**config.mk**
```make
export PLATFORM = sky130hd
export DESIGN_NAME = cs_address_sequencer
export DESIGN_NICKNAME = d
export VERILOG_FILES = /design/src/rtl/cs_address_sequencer_pkg.sv /design/src/rtl/cs_next_address_mux.sv /design/src/rtl/cs_address_sequencer.sv
export SDC_FILE = /design/constraint.sdc
export NUM_CORES = 1
export LEC_CHECK = 0
export CORE_MARGIN = 3
export CORE_UTILIZATION = 35
export CTS_BUF_LIST = sky130_fd_sc_hd__clkbuf_2
export DETAILED_ROUTE_END_ITERATION = 10
export PLACE_DENSITY_LB_ADDON = 0.05
export SETUP_SLACK_MARGIN = 0.02
export SYNTH_ARGS = -nofsm -noshare
export SYNTH_HDL_FRONTEND = slang
export SYNTH_SLANG_ARGS = --single-unit
```
**constraint.sdc**
```tcl
create_clock -name CS_ADDRESS_SEQUENCER_CLOCK_50 -period 2.3 [get_ports CS_ADDRESS_SEQUENCER_CLOCK_50]
set_clock_uncertainty 0.15 [all_clocks]
set_input_delay 0.23 -clock CS_ADDRESS_SEQUENCER_CLOCK_50 [delete_from_list [all_inputs] [get_ports CS_ADDRESS_SEQUENCER_CLOCK_50]]
set_output_delay 0.23 -clock CS_ADDRESS_SEQUENCER_CLOCK_50 [all_outputs]
set_load 0.005 [all_outputs]
```
**src/rtl/cs_address_sequencer_pkg.sv**
```systemverilog
// Shared constants for the control-store address sequencer: COND encodings,
// FSM state encoding, PSR flag bit positions and default trap/timeout values.
package cs_address_sequencer_pkg;

    localparam int unsigned COND_W = 3;

    localparam logic [COND_W-1:0] COND_NEXT   = 3'b000;
    localparam logic [COND_W-1:0] COND_N      = 3'b001;
    localparam logic [COND_W-1:0] COND_Z      = 3'b010;
    localparam logic [COND_W-1:0] COND_V      = 3'b011;
    localparam logic [COND_W-1:0] COND_C      = 3'b100;
    localparam logic [COND_W-1:0] COND_IR13   = 3'b101;
    localparam logic [COND_W-1:0] COND_ALWAYS = 3'b110;
    localparam logic [COND_W-1:0] COND_DECODE = 3'b111;

    localparam logic [0:0] ST_RUN      = 1'b0;
    localparam logic [0:0] ST_WAIT_MEM = 1'b1;

    // Bit positions inside the {n,z,v,c} flag nibble
    localparam int unsigned FLAG_W = 4;
    localparam int unsigned FLAG_N = 3;
    localparam int unsigned FLAG_Z = 2;
    localparam int unsigned FLAG_V = 1;
    localparam int unsigned FLAG_C = 0;

    localparam int unsigned DEFAULT_WAIT_TIMEOUT = 16;
    localparam logic [10:0] DEFAULT_TRAP_ADDRESS = 11'h7FF;

endpackage

```
**src/rtl/cs_next_address_mux.sv**
```systemverilog
// Combinational next control-store address selection from the MIR COND field,
// the latched PSR flags and the current instruction.
module cs_next_address_mux
    import cs_address_sequencer_pkg::*;
#(
    parameter int unsigned AW  = 11,
    parameter int unsigned CW  = 3,
    parameter int unsigned IRW = 32
) (
    input  logic [CW-1:0]     cond,
    input  logic [AW-1:0]     jump_address,
    input  logic [IRW-1:0]    ir,
    input  logic [FLAG_W-1:0] flags,
    input  logic [AW-1:0]     csar,
    output logic [AW-1:0]     next_address_c
);

    logic [AW-1:0] incr_c;
    logic [AW-1:0] decode_c;
    logic          take_c;

    assign incr_c   = csar + AW'(1);
    // Decode target: 1, op, op3, 00
    assign decode_c = AW'({1'b1, ir[31:30], ir[24:19], 2'b00});

    always_comb begin
        take_c         = 1'b0;
        next_address_c = incr_c;
        case (cond)
            COND_NEXT:   take_c = 1'b0;
            COND_N:      take_c = flags[FLAG_N];
            COND_Z:      take_c = flags[FLAG_Z];
            COND_V:      take_c = flags[FLAG_V];
            COND_C:      take_c = flags[FLAG_C];
            COND_IR13:   take_c = ir[13];
            COND_ALWAYS: take_c = 1'b1;
            default:     take_c = 1'b0;
        endcase
        if (cond == COND_DECODE) begin
            next_address_c = decode_c;
        end else if (take_c) begin
            next_address_c = jump_address;
        end
    end

endmodule

```
**src/rtl/cs_address_sequencer.sv**
```systemverilog
// Microcode sequencer: CSAR register, PSR flag latch and RUN/WAIT_MEM FSM
// that stalls on unacknowledged memory requests and traps on timeout.
module cs_address_sequencer
    import cs_address_sequencer_pkg::*;
#(
    parameter int unsigned DATAWIDTH_JUMPADDRESS = 11,
    parameter int unsigned DATAWIDTH_CONDITION   = 3,
    parameter int unsigned DATAWIDTH_IR          = 32,
    parameter int unsigned WAIT_TIMEOUT          = DEFAULT_WAIT_TIMEOUT,
    parameter logic [DATAWIDTH_JUMPADDRESS-1:0] TRAP_ADDRESS =
        DATAWIDTH_JUMPADDRESS'(DEFAULT_TRAP_ADDRESS)
) (
    input  logic                             CS_ADDRESS_SEQUENCER_CLOCK_50,
    input  logic                             CS_ADDRESS_SEQUENCER_ResetInLow_In,
    input  logic [DATAWIDTH_CONDITION-1:0]   CS_ADDRESS_SEQUENCER_Condition_InBus,
    input  logic [DATAWIDTH_JUMPADDRESS-1:0] CS_ADDRESS_SEQUENCER_JumpAddress_InBus,
    input  logic [DATAWIDTH_IR-1:0]          CS_ADDRESS_SEQUENCER_IR_InBus,
    input  logic [FLAG_W-1:0]                CS_ADDRESS_SEQUENCER_Flags_InBus,
    input  logic                             CS_ADDRESS_SEQUENCER_FlagWrite_In,
    input  logic                             CS_ADDRESS_SEQUENCER_MemRequest_In,
    input  logic                             CS_ADDRESS_SEQUENCER_MemAck_In,
    output logic [DATAWIDTH_JUMPADDRESS-1:0] CS_ADDRESS_SEQUENCER_CSAddress_OutBus,
    output logic [FLAG_W-1:0]                CS_ADDRESS_SEQUENCER_Flags_OutBus,
    output logic                             CS_ADDRESS_SEQUENCER_Stall_Out,
    output logic                             CS_ADDRESS_SEQUENCER_Error_Out
);

    localparam int unsigned AW    = DATAWIDTH_JUMPADDRESS;
    localparam int unsigned CNT_W = (WAIT_TIMEOUT > 1) ? $clog2(WAIT_TIMEOUT) : 1;

    logic [0:0]        state_q, state_d;
    logic [AW-1:0]     csar_q, csar_d;
    logic [FLAG_W-1:0] flags_q, flags_d;
    logic [CNT_W-1:0]  cnt_q, cnt_d;
    logic              stall_q, stall_d;
    logic              error_q, error_d;
    logic              advance_c;
    logic [AW-1:0]     next_address_c;

    cs_next_address_mux #(
        .AW  (AW),
        .CW  (DATAWIDTH_CONDITION),
        .IRW (DATAWIDTH_IR)
    ) u_next_address_mux (
        .cond           (CS_ADDRESS_SEQUENCER_Condition_InBus),
        .jump_address   (CS_ADDRESS_SEQUENCER_JumpAddress_InBus),
        .ir             (CS_ADDRESS_SEQUENCER_IR_InBus),
        .flags          (flags_q),
        .csar           (csar_q),
        .next_address_c (next_address_c)
    );

    // Next-state, counter, CSAR and flag-latch logic
    always_comb begin
        state_d   = state_q;
        csar_d    = csar_q;
        flags_d   = flags_q;
        cnt_d     = cnt_q;
        error_d   = 1'b0;
        advance_c = 1'b0;
        case (state_q)
            ST_RUN: begin
                if (CS_ADDRESS_SEQUENCER_MemRequest_In && !CS_ADDRESS_SEQUENCER_MemAck_In) begin
                    state_d = ST_WAIT_MEM;
                    cnt_d   = '0;
                end else begin
                    advance_c = 1'b1;
                end
            end
            ST_WAIT_MEM: begin
                if (CS_ADDRESS_SEQUENCER_MemAck_In) begin
                    advance_c = 1'b1;
                    state_d   = ST_RUN;
                end else if (cnt_q == CNT_W'(WAIT_TIMEOUT - 1)) begin
                    csar_d  = TRAP_ADDRESS;
                    error_d = 1'b1;
                    state_d = ST_RUN;
                    cnt_d   = '0;
                end else begin
                    cnt_d = cnt_q + CNT_W'(1);
                end
            end
            default: state_d = ST_RUN;
        endcase
        // Flags are written only when the microinstruction completes
        if (advance_c) begin
            csar_d = next_address_c;
            if (CS_ADDRESS_SEQUENCER_FlagWrite_In) begin
                flags_d = CS_ADDRESS_SEQUENCER_Flags_InBus;
            end
        end
        stall_d = (state_d == ST_WAIT_MEM);
    end

    always_ff @(posedge CS_ADDRESS_SEQUENCER_CLOCK_50) begin
        if (!CS_ADDRESS_SEQUENCER_ResetInLow_In) begin
            state_q <= ST_RUN;
            csar_q  <= '0;
            flags_q <= '0;
            cnt_q   <= '0;
            stall_q <= 1'b0;
            error_q <= 1'b0;
        end else begin
            state_q <= state_d;
            csar_q  <= csar_d;
            flags_q <= flags_d;
            cnt_q   <= cnt_d;
            stall_q <= stall_d;
            error_q <= error_d;
        end
    end

    assign CS_ADDRESS_SEQUENCER_CSAddress_OutBus = csar_q;
    assign CS_ADDRESS_SEQUENCER_Flags_OutBus     = flags_q;
    assign CS_ADDRESS_SEQUENCER_Stall_Out        = stall_q;
    assign CS_ADDRESS_SEQUENCER_Error_Out        = error_q;

endmodule
```
## Yosys cells after proc, flatten, opt, wreduce, memory -nomap -nowiden

Index checks and enable logic that the tools add are counted.

| word-level totals | value |
|---|---|
| bits in registers | 21 |
| input bits | 55 |
| output and inout port bits | 17 |

| operators by class | value |
|---|---|
| add/sub/neg operators | 2 |
| eq/ne operators | 11 |
| multiplexer cells | 19 |
| bitwise logic cells | 2 |
| reductions and logical operators | 8 |

Operators with widths:

| operator | count |
|---|---|
| $mux W11 | 6 |
| $eq A3 B3 Y1 const B | 4 |
| $mux W4 | 3 |
| $add A11 B1 Y11 const B | 1 |
| $pmux W4 S2 | 1 |
| $eq A3 B2 Y1 const B | 2 |
| $mux W1 | 6 |
| $pmux W1 S6 | 1 |
| $add A4 B1 Y4 const B | 1 |
| $eq A4 B4 Y1 const B | 1 |
| $ne A2 B2 Y1 const B | 2 |
| $pmux W1 S2 | 2 |
| $reduce_and A2 Y1 | 2 |
| $reduce_bool A2 Y1 | 2 |
| $eq A3 B1 Y1 const B | 1 |
| $reduce_and A3 Y1 | 1 |
| $reduce_or A3 Y1 | 1 |
| $ne A2 B1 Y1 const B | 1 |
| $not A1 Y1 | 2 |
| $logic_and A1 B1 Y1 | 1 |
| $logic_not A1 Y1 | 1 |

## Logic depth before layout (Yosys ltp)

Gate-level depths: netlist of the first run.

| logic depth | value |
|---|---|
| word-level depth | 6 |
| gate-level depth with buffers | 6 |
| depth with buffers taken out | 6 |

## Cells and area by module

A second synthesis of the first run with hierarchy kept.

| second synthesis, totals | value |
|---|---|
| cell total of the unflattened synthesis | 141 |
| area total of the unflattened synthesis | 1,261.2 um^2 |

Modules (own cells, without submodules):

| module | instances | cells each | area each (um^2) |
|---|---|---|---|
| cs_address_sequencer | 1 | 76 | 797.0 |
| cs_next_address_mux | 1 | 65 | 464.2 |

## Worst setup path after synthesis of the first run

Ideal clock, no wire load.

| path | value |
|---|---|
| path kind | register to register |
| start | register csar_q[0], in the netlist CS_ADDRESS_SEQUENCER_CSAddress_OutBus[0] |
| end | register csar_q[10], in the netlist CS_ADDRESS_SEQUENCER_CSAddress_OutBus[10] |
| setup time | 0.074 ns |
| arrival | 1.592 ns |
| data required time | 2.076 ns |
| setup slack | 0.484 ns |
| stages on the path, launching flop included | 7 |
| buffers on the path | 0 |
| period minus slack after synthesis | 1.816 ns |
| path through | dfxtp_1 -> ha_1 -> and4_1 -> or3b_2 -> xnor2_1 -> nand2_1 -> a31oi_1 |

| on the way | value |
|---|---|
| word-level cells in the longest chain between the ends | 4 |

RTL lines:

| item | RTL line | text |
|---|---|---|
| from (decl) | cs_address_sequencer.sv:32 | `logic [AW-1:0] csar_q, csar_d;` |
| from (signal assigned) | cs_address_sequencer.sv:105 | `csar_q <= csar_d;` |
| $add A11 B1 Y11 | cs_next_address_mux.sv:22 | `assign incr_c = csar + AW'(1);` |
| $mux W11 | cs_next_address_mux.sv:41 | `end else if (take_c) begin` |
| $mux W11 | cs_next_address_mux.sv:39 | `if (cond == COND_DECODE) begin` |
| $mux W11 | cs_address_sequencer.sv:86 | `if (advance_c) begin` |

No other way between the ends.
A chain may end at the register's enable or synchronous reset.

## Worst setup path in the final report of the first run

Ends and elaborated chain as after synthesis.

==> results of run 1 <==
## cell usage in the layout (no fill, tap or decap), types with 2 or more instances in the layout
| cell | Yosys | final |
|---|---|---|
| xnor2_1 | 6 | 6 |
| ha_1 | 2 | 2 |
| clkdlybuf4s50_1 | 0 | 48 |
| a21o_1 | 2 | 2 |
| nand4_1 | 3 | 3 |
| buf_4 | 0 | 7 |
| a21oi_1 | 14 | 14 |
| or2_2 | 2 | 2 |
| nor3_1 | 2 | 2 |
| xor2_1 | 2 | 2 |
| nand2_1 | 23 | 23 |
| inv_1 | 2 | 2 |
| o21ai_0 | 10 | 10 |
| a31oi_1 | 9 | 9 |
| o221ai_1 | 2 | 2 |
| nor2b_1 | 2 | 2 |
| a22oi_1 | 2 | 2 |
| dfxtp_1 | 21 | 21 |
| clkbuf_2 | 0 | 3 |
| nand3_1 | 17 | 17 |
| nor2_1 | 6 | 6 |
## worst min-delay path, cell delays in order
cell and delay (ns):
clkdlybuf4s50_1 0.40, nand3_1 0.07, a21oi_1 0.05
## cell type report
cell class              count  area, sq um  area share
multi-input cells         124          738       0.415
repair buffers             55          533       0.300
well taps                  44         55.1      0.0310
clock buffers               3         15.0     0.00844
flip-flops and latches     21          420       0.236
clock inverters             1         5.00     0.00281
inverters                   3         11.3     0.00633
## power breakdown
group,switching (uW),internal (uW),leakage (uW)
combinational,101,147,0.000449
sequential,34.7,391,0.000173
clock,116,39.4,0.0000164
## path summary, 6_finish.rpt
path,endpoint
max,CS_ADDRESS_SEQUENCER_CSAddress_OutBus[10]
min,CS_ADDRESS_SEQUENCER_Flags_OutBus[0]
max reg2reg,CS_ADDRESS_SEQUENCER_CSAddress_OutBus[10]
min reg2reg,CS_ADDRESS_SEQUENCER_Flags_OutBus[3]
## sequential cells by signal (all words and copies together), names as in the netlist
| name | cells |
|---|---|
| CS_ADDRESS_SEQUENCER_CSAddress_OutBus | 11 |
| CS_ADDRESS_SEQUENCER_Error_Out | 1 |
| CS_ADDRESS_SEQUENCER_Flags_OutBus | 4 |
| CS_ADDRESS_SEQUENCER_Stall_Out | 1 |
| cnt_q | 4 |
## cells by family (layout without fill, tap and decap cells)
group           after synthesis  after routing  share of synthesized area
simple gates                 63             63                      0.259
compound gates               50             50                      0.271
flops                        21             21                      0.352
buf+inv                       9             62                     0.0293
xor+xnor                      8              8                     0.0587
fa+ha+maj                     2              2                     0.0210
mux                           1              1                    0.00839
## per-layer routing
metal	routed length, um	vias to the layer above
met5	0	-
met4	19	0
met3	214	2
met2	1880	44
met1	1510	636
li1	-	676
## through the flow
step / hold WS (ns) / total power, uW
global placement: 0.318 / 674
floorplan: 0.227 / 532
global route: 0.274 / 879
CTS: 0.279 / 838
finish: 0.288 / 828
detailed placement: 0.321 / 680
==> impl_metrics.ini, run 1 <==
[grt]
antenna_found_initial = 0
grtUsageMet3 = 0.0439
overflow = 0
track_usage = 0.181
grt_util_met1 = 0.217
grt_max_degree = 14
grt_pass1_wl_mm = 6.00
met2_usage = 0.326
busiest_layer = met2
grt_pass1_vias = 1295

[setup_path]
path_buf_inv = 0
cp_max_fo = 6
crit_path_top_delay_cell = dfxtp_1
critPathTopFamily = simple AND/OR/NAND/NOR gates
cp.required_ns = 2.41
worstPathCellList = ha_1, and4_1, or3b_2, xnor2_1, nand2_1, a31oi_1
cp.depth = 6
slowest_delay_ns = 0.46
arrival_ns = 2.13
cp-startpoint = CS_ADDRESS_SEQUENCER_CSAddress_OutBus[0]
rr_startpoint = CS_ADDRESS_SEQUENCER_CSAddress_OutBus[0]
critPathKind = register to register
reg2reg_slack_ns = 0.29
endpoint_kind = register
crit_path_start_kind = register
ff2ff_path_depth = 6

[layout]
area_delta_synth_final_pct = 49.0
final.fill_count = 320
fin_util = 0.564
nets = 265
drive_gt1_frac = 0.0918
final_cells = 251
stdcell_area_sq_mm = 0.00178
antenna_cells = 0

[timing]
rsz0062_at_grt = no
fin_tns_setup_ns = 0
period_share = 0.876
maxSlewHeadroom = 0.452
setup_viol = 0
timing.final.ws_setup_ns = 0.286
worst_pin_slew_ns = 0.821
finalHoldViolations = 0
fmax_mhz = 496
drv_slew = 0
min_period_ns = 2.01

[status]
status = completed

[logic_synthesis]
synth_edf_count = 0
synth_fp_nets = 211
syn-mean-instance-area_sq_um = 7.75
yosysSeqAreaShare = 0.352
yosysTopAreaCellShare = 0.352
yosysWarnings = 0
synthFlopType = dfxtp_1
synth_area_leader_cell = dfxtp_1
yosys.cell_types.count = 41
ys_async_sr_fraction = 0
synthTopCellsByCount = nand2_1, dfxtp_1, nand3_1
netlist_instances = 154
synth_area_leaders = dfxtp_1, nand2_1, nand3_1, a21oi_1, a31oi_1
syn-cell-area_sq_mm = 0.00119
yosys_register_bits = 21
synth_most_common_cell = nand2_1

[routing]
wl_mm = 3.63
drcViolationCount = 0
antenna_left = 0
via_count = 1358
wl_per_cell_um = 14.4
vias_per_cell = 5.41
drt_iter0_drc = 83
drt_pass1_iterations = 4

[power]
p_leak_uw = 0.000638
p_per_area_mw_per_mm2 = 466
peakVddDrop_mv = 0.340

[clock_tree]
insertion_delay_ns = 0.33
cts-resized-gates = 0
h-tree-depth = 1
cts.path.max_buffers = 2
cts_root_buf = clkbuf_2
cts_tree = yes
clk_pin_slew_worst_paths_ns = 0.21
clkSinkCount = 21
post_cts_buffers = 0
cts_hold_buffers = 0
cts_inserted_buffers = 3

[floorplanning]
io_pins = 72
dieArea_sq_mm = 0.00415
initial_core_util = 0.379
die_h_um = 64.4
rows = 20
core-area_sq_mm = 0.00315
fp.dieW_um = 64.4

[hold_path]
hold_class = primary input to register
min_from = CS_ADDRESS_SEQUENCER_Flags_InBus[0]
hold-path-cell-count = 3

[placed_design]
numPortBuffers = 48
gp_congestion = 0.767
place_area_sq_mm = 0.00176
dp_hpwl_mm = 2.78
dp_cells = 247
dpl_worst_slack_ns = 0.161

[run]
maxCapViolCount = 0
No activity file was read; power rests on OpenSTA's default activity.
==> run 2: changes to the inputs <==
--- a/config.mk
+++ b/config.mk
@@ -11,6 +11,7 @@
 export DETAILED_ROUTE_END_ITERATION = 10
 export PLACE_DENSITY_LB_ADDON = 0.05
 export SETUP_SLACK_MARGIN = 0.02
+export SKIP_CTS_REPAIR_TIMING = 1
 export SYNTH_ARGS = -nofsm -noshare
 export SYNTH_HDL_FRONTEND = slang
 export SYNTH_SLANG_ARGS = --single-unit
==> results of run 2 <==
Final layout, timing and power as in run 1 (identical DEF).
==> run 3: changes to the inputs <==
--- a/config.mk
+++ b/config.mk
@@ -6,7 +6,7 @@
 export NUM_CORES = 1
 export LEC_CHECK = 0
 export CORE_MARGIN = 3
-export CORE_UTILIZATION = 35
+export CORE_UTILIZATION = 38
 export CTS_BUF_LIST = sky130_fd_sc_hd__clkbuf_2
 export DETAILED_ROUTE_END_ITERATION = 10
 export PLACE_DENSITY_LB_ADDON = 0.05
==> impl_metrics.ini, run 3 (synthesis gave the netlist of run 1 again) <==
[layout]
largest_reg_flops = 11
stdcell_area_sq_mm = 0.00177
antenna_cells = 0
drive_gt1_frac = 0.0874
final_cells = 248
final_cell_mix = clkdlybuf4s50_1, nand2_1, dfxtp_1
area_delta_synth_final_pct = 48.1
final_common_cell = clkdlybuf4s50_1
nets = 264

[timing]
min_period_ns = 2.01
rsz0062_at_grt = no
worst_pin_slew_ns = 0.753
maxSlewHeadroom = 0.497
fmax_mhz = 498
fin_tns_setup_ns = 0
period_share = 0.872
finalHoldViolations = 0
drv_slew = 0
setup_viol = 0

[hold_path]
hold-path-cell-count = 3
hold_class = primary input to register

[floorplanning]
dieArea_sq_mm = 0.00385
fp.dieW_um = 62.0
initial_core_util = 0.415
core-area_sq_mm = 0.00288
io_pins = 72
die_h_um = 62.0
rows = 19

[placed_design]
numPortBuffers = 48
dp_hpwl_mm = 2.50
place_area_sq_mm = 0.00175
gp_congestion = 0.804
dp_cells = 244

[grt]
antenna_found_initial = 0
grt_pass1_vias = 1233
grt_max_degree = 14
met2_usage = 0.291
grtUsageMet3 = 0.0289
overflow = 0
busiest_layer = met2
grt_util_met1 = 0.261
grt_pass1_wl_mm = 5.38
track_usage = 0.185

[clock_tree]
insertion_delay_ns = 0.31
clk_pin_slew_worst_paths_ns = 0.22
cts_inserted_buffers = 3
h-tree-depth = 1
clkSinkCount = 21
cts_tree = yes
cts_root_buf = clkbuf_2
cts.path.max_buffers = 2

[routing]
drcViolationCount = 0
vias_per_cell = 5.38
drt_iter0_drc = 59
wl_mm = 3.32
antenna_left = 0
drt_pass1_iterations = 4
wl_per_cell_um = 13.4
via_count = 1333

[setup_path]
ff2ff_path_depth = 6
worstPathCellList = ha_1, and4_1, or3b_2, xnor2_1, nand2_1, a31oi_1
path_buf_inv = 0
critPathKind = register to register
cp.depth = 6
slowest_delay_ns = 0.47
crit_path_start_kind = register
arrival_ns = 2.14
cp.required_ns = 2.43
critPathTopFamily = simple AND/OR/NAND/NOR gates
cp_max_fo = 5
endpoint_kind = register
crit_path_top_delay_cell = or3b_2

[power]
peakVddDrop_mv = 0.299
p_per_area_mw_per_mm2 = 469
p_total_uw = 830
p_leak_uw = 0.000634

[status]
status = completed

[run]
maxCapViolCount = 0
run 3: per-layer routing:
layer  up-vias  wire length [um]  share of wire
met1       604              1670           0.50
met2        53              1410           0.42
met4         0                17         0.0051
met5         -                 0              0
met3         2               219          0.066
li1        674                 -              -
run 3: report_power, final:
group	internal [uW]	leakage, uW	switching [uW]
clock network	46.0	0.0000166	116
logic	146	0.000445	97.3
registers	391	0.000173	34.3
run 3: through the flow:
stage               setup WS, ns  hold WS (ns)  utilization
floorplan                  0.484         0.227            -
global placement           0.121         0.313        0.608
detailed placement        0.0796         0.319        0.608
CTS                        0.294         0.273        0.615
global route               0.143         0.262        0.615
finish                     0.294         0.285        0.615
run 3: final timing paths:
check	startpoint	to	slack, ns
setup / recovery	CS_ADDRESS_SEQUENCER_CSAddress_OutBus[1]	CS_ADDRESS_SEQUENCER_CSAddress_OutBus[10]	0.29
hold / removal	CS_ADDRESS_SEQUENCER_JumpAddress_InBus[8]	CS_ADDRESS_SEQUENCER_CSAddress_OutBus[8]	0.28
setup reg to reg	CS_ADDRESS_SEQUENCER_CSAddress_OutBus[1]	CS_ADDRESS_SEQUENCER_CSAddress_OutBus[10]	0.29
hold reg to reg	CS_ADDRESS_SEQUENCER_Flags_OutBus[2]	CS_ADDRESS_SEQUENCER_Flags_OutBus[2]	0.33
run 3: area by class of cell:
type / count / area (sq um)
Timing Repair Buffer: 54 / 526
Multi-Input combinational cell: 124 / 738
Sequential cell: 21 / 420
Inverter: 3 / 11.3
Clock buffer: 4 / 20.0
Tap cell: 42 / 52.6
Fill cell: 261 / 1110
run 3: worst register-to-register path: cells and delay by family, from the launching register on:
kind                     cells  cell delay (ns)
AO/OA/AOI/OAI                1             0.16
XOR/XNOR                     1             0.15
adder cells (fa/ha/maj)      1             0.23
flip-flops                   1             0.46
AND/OR/NAND/NOR              3             0.80
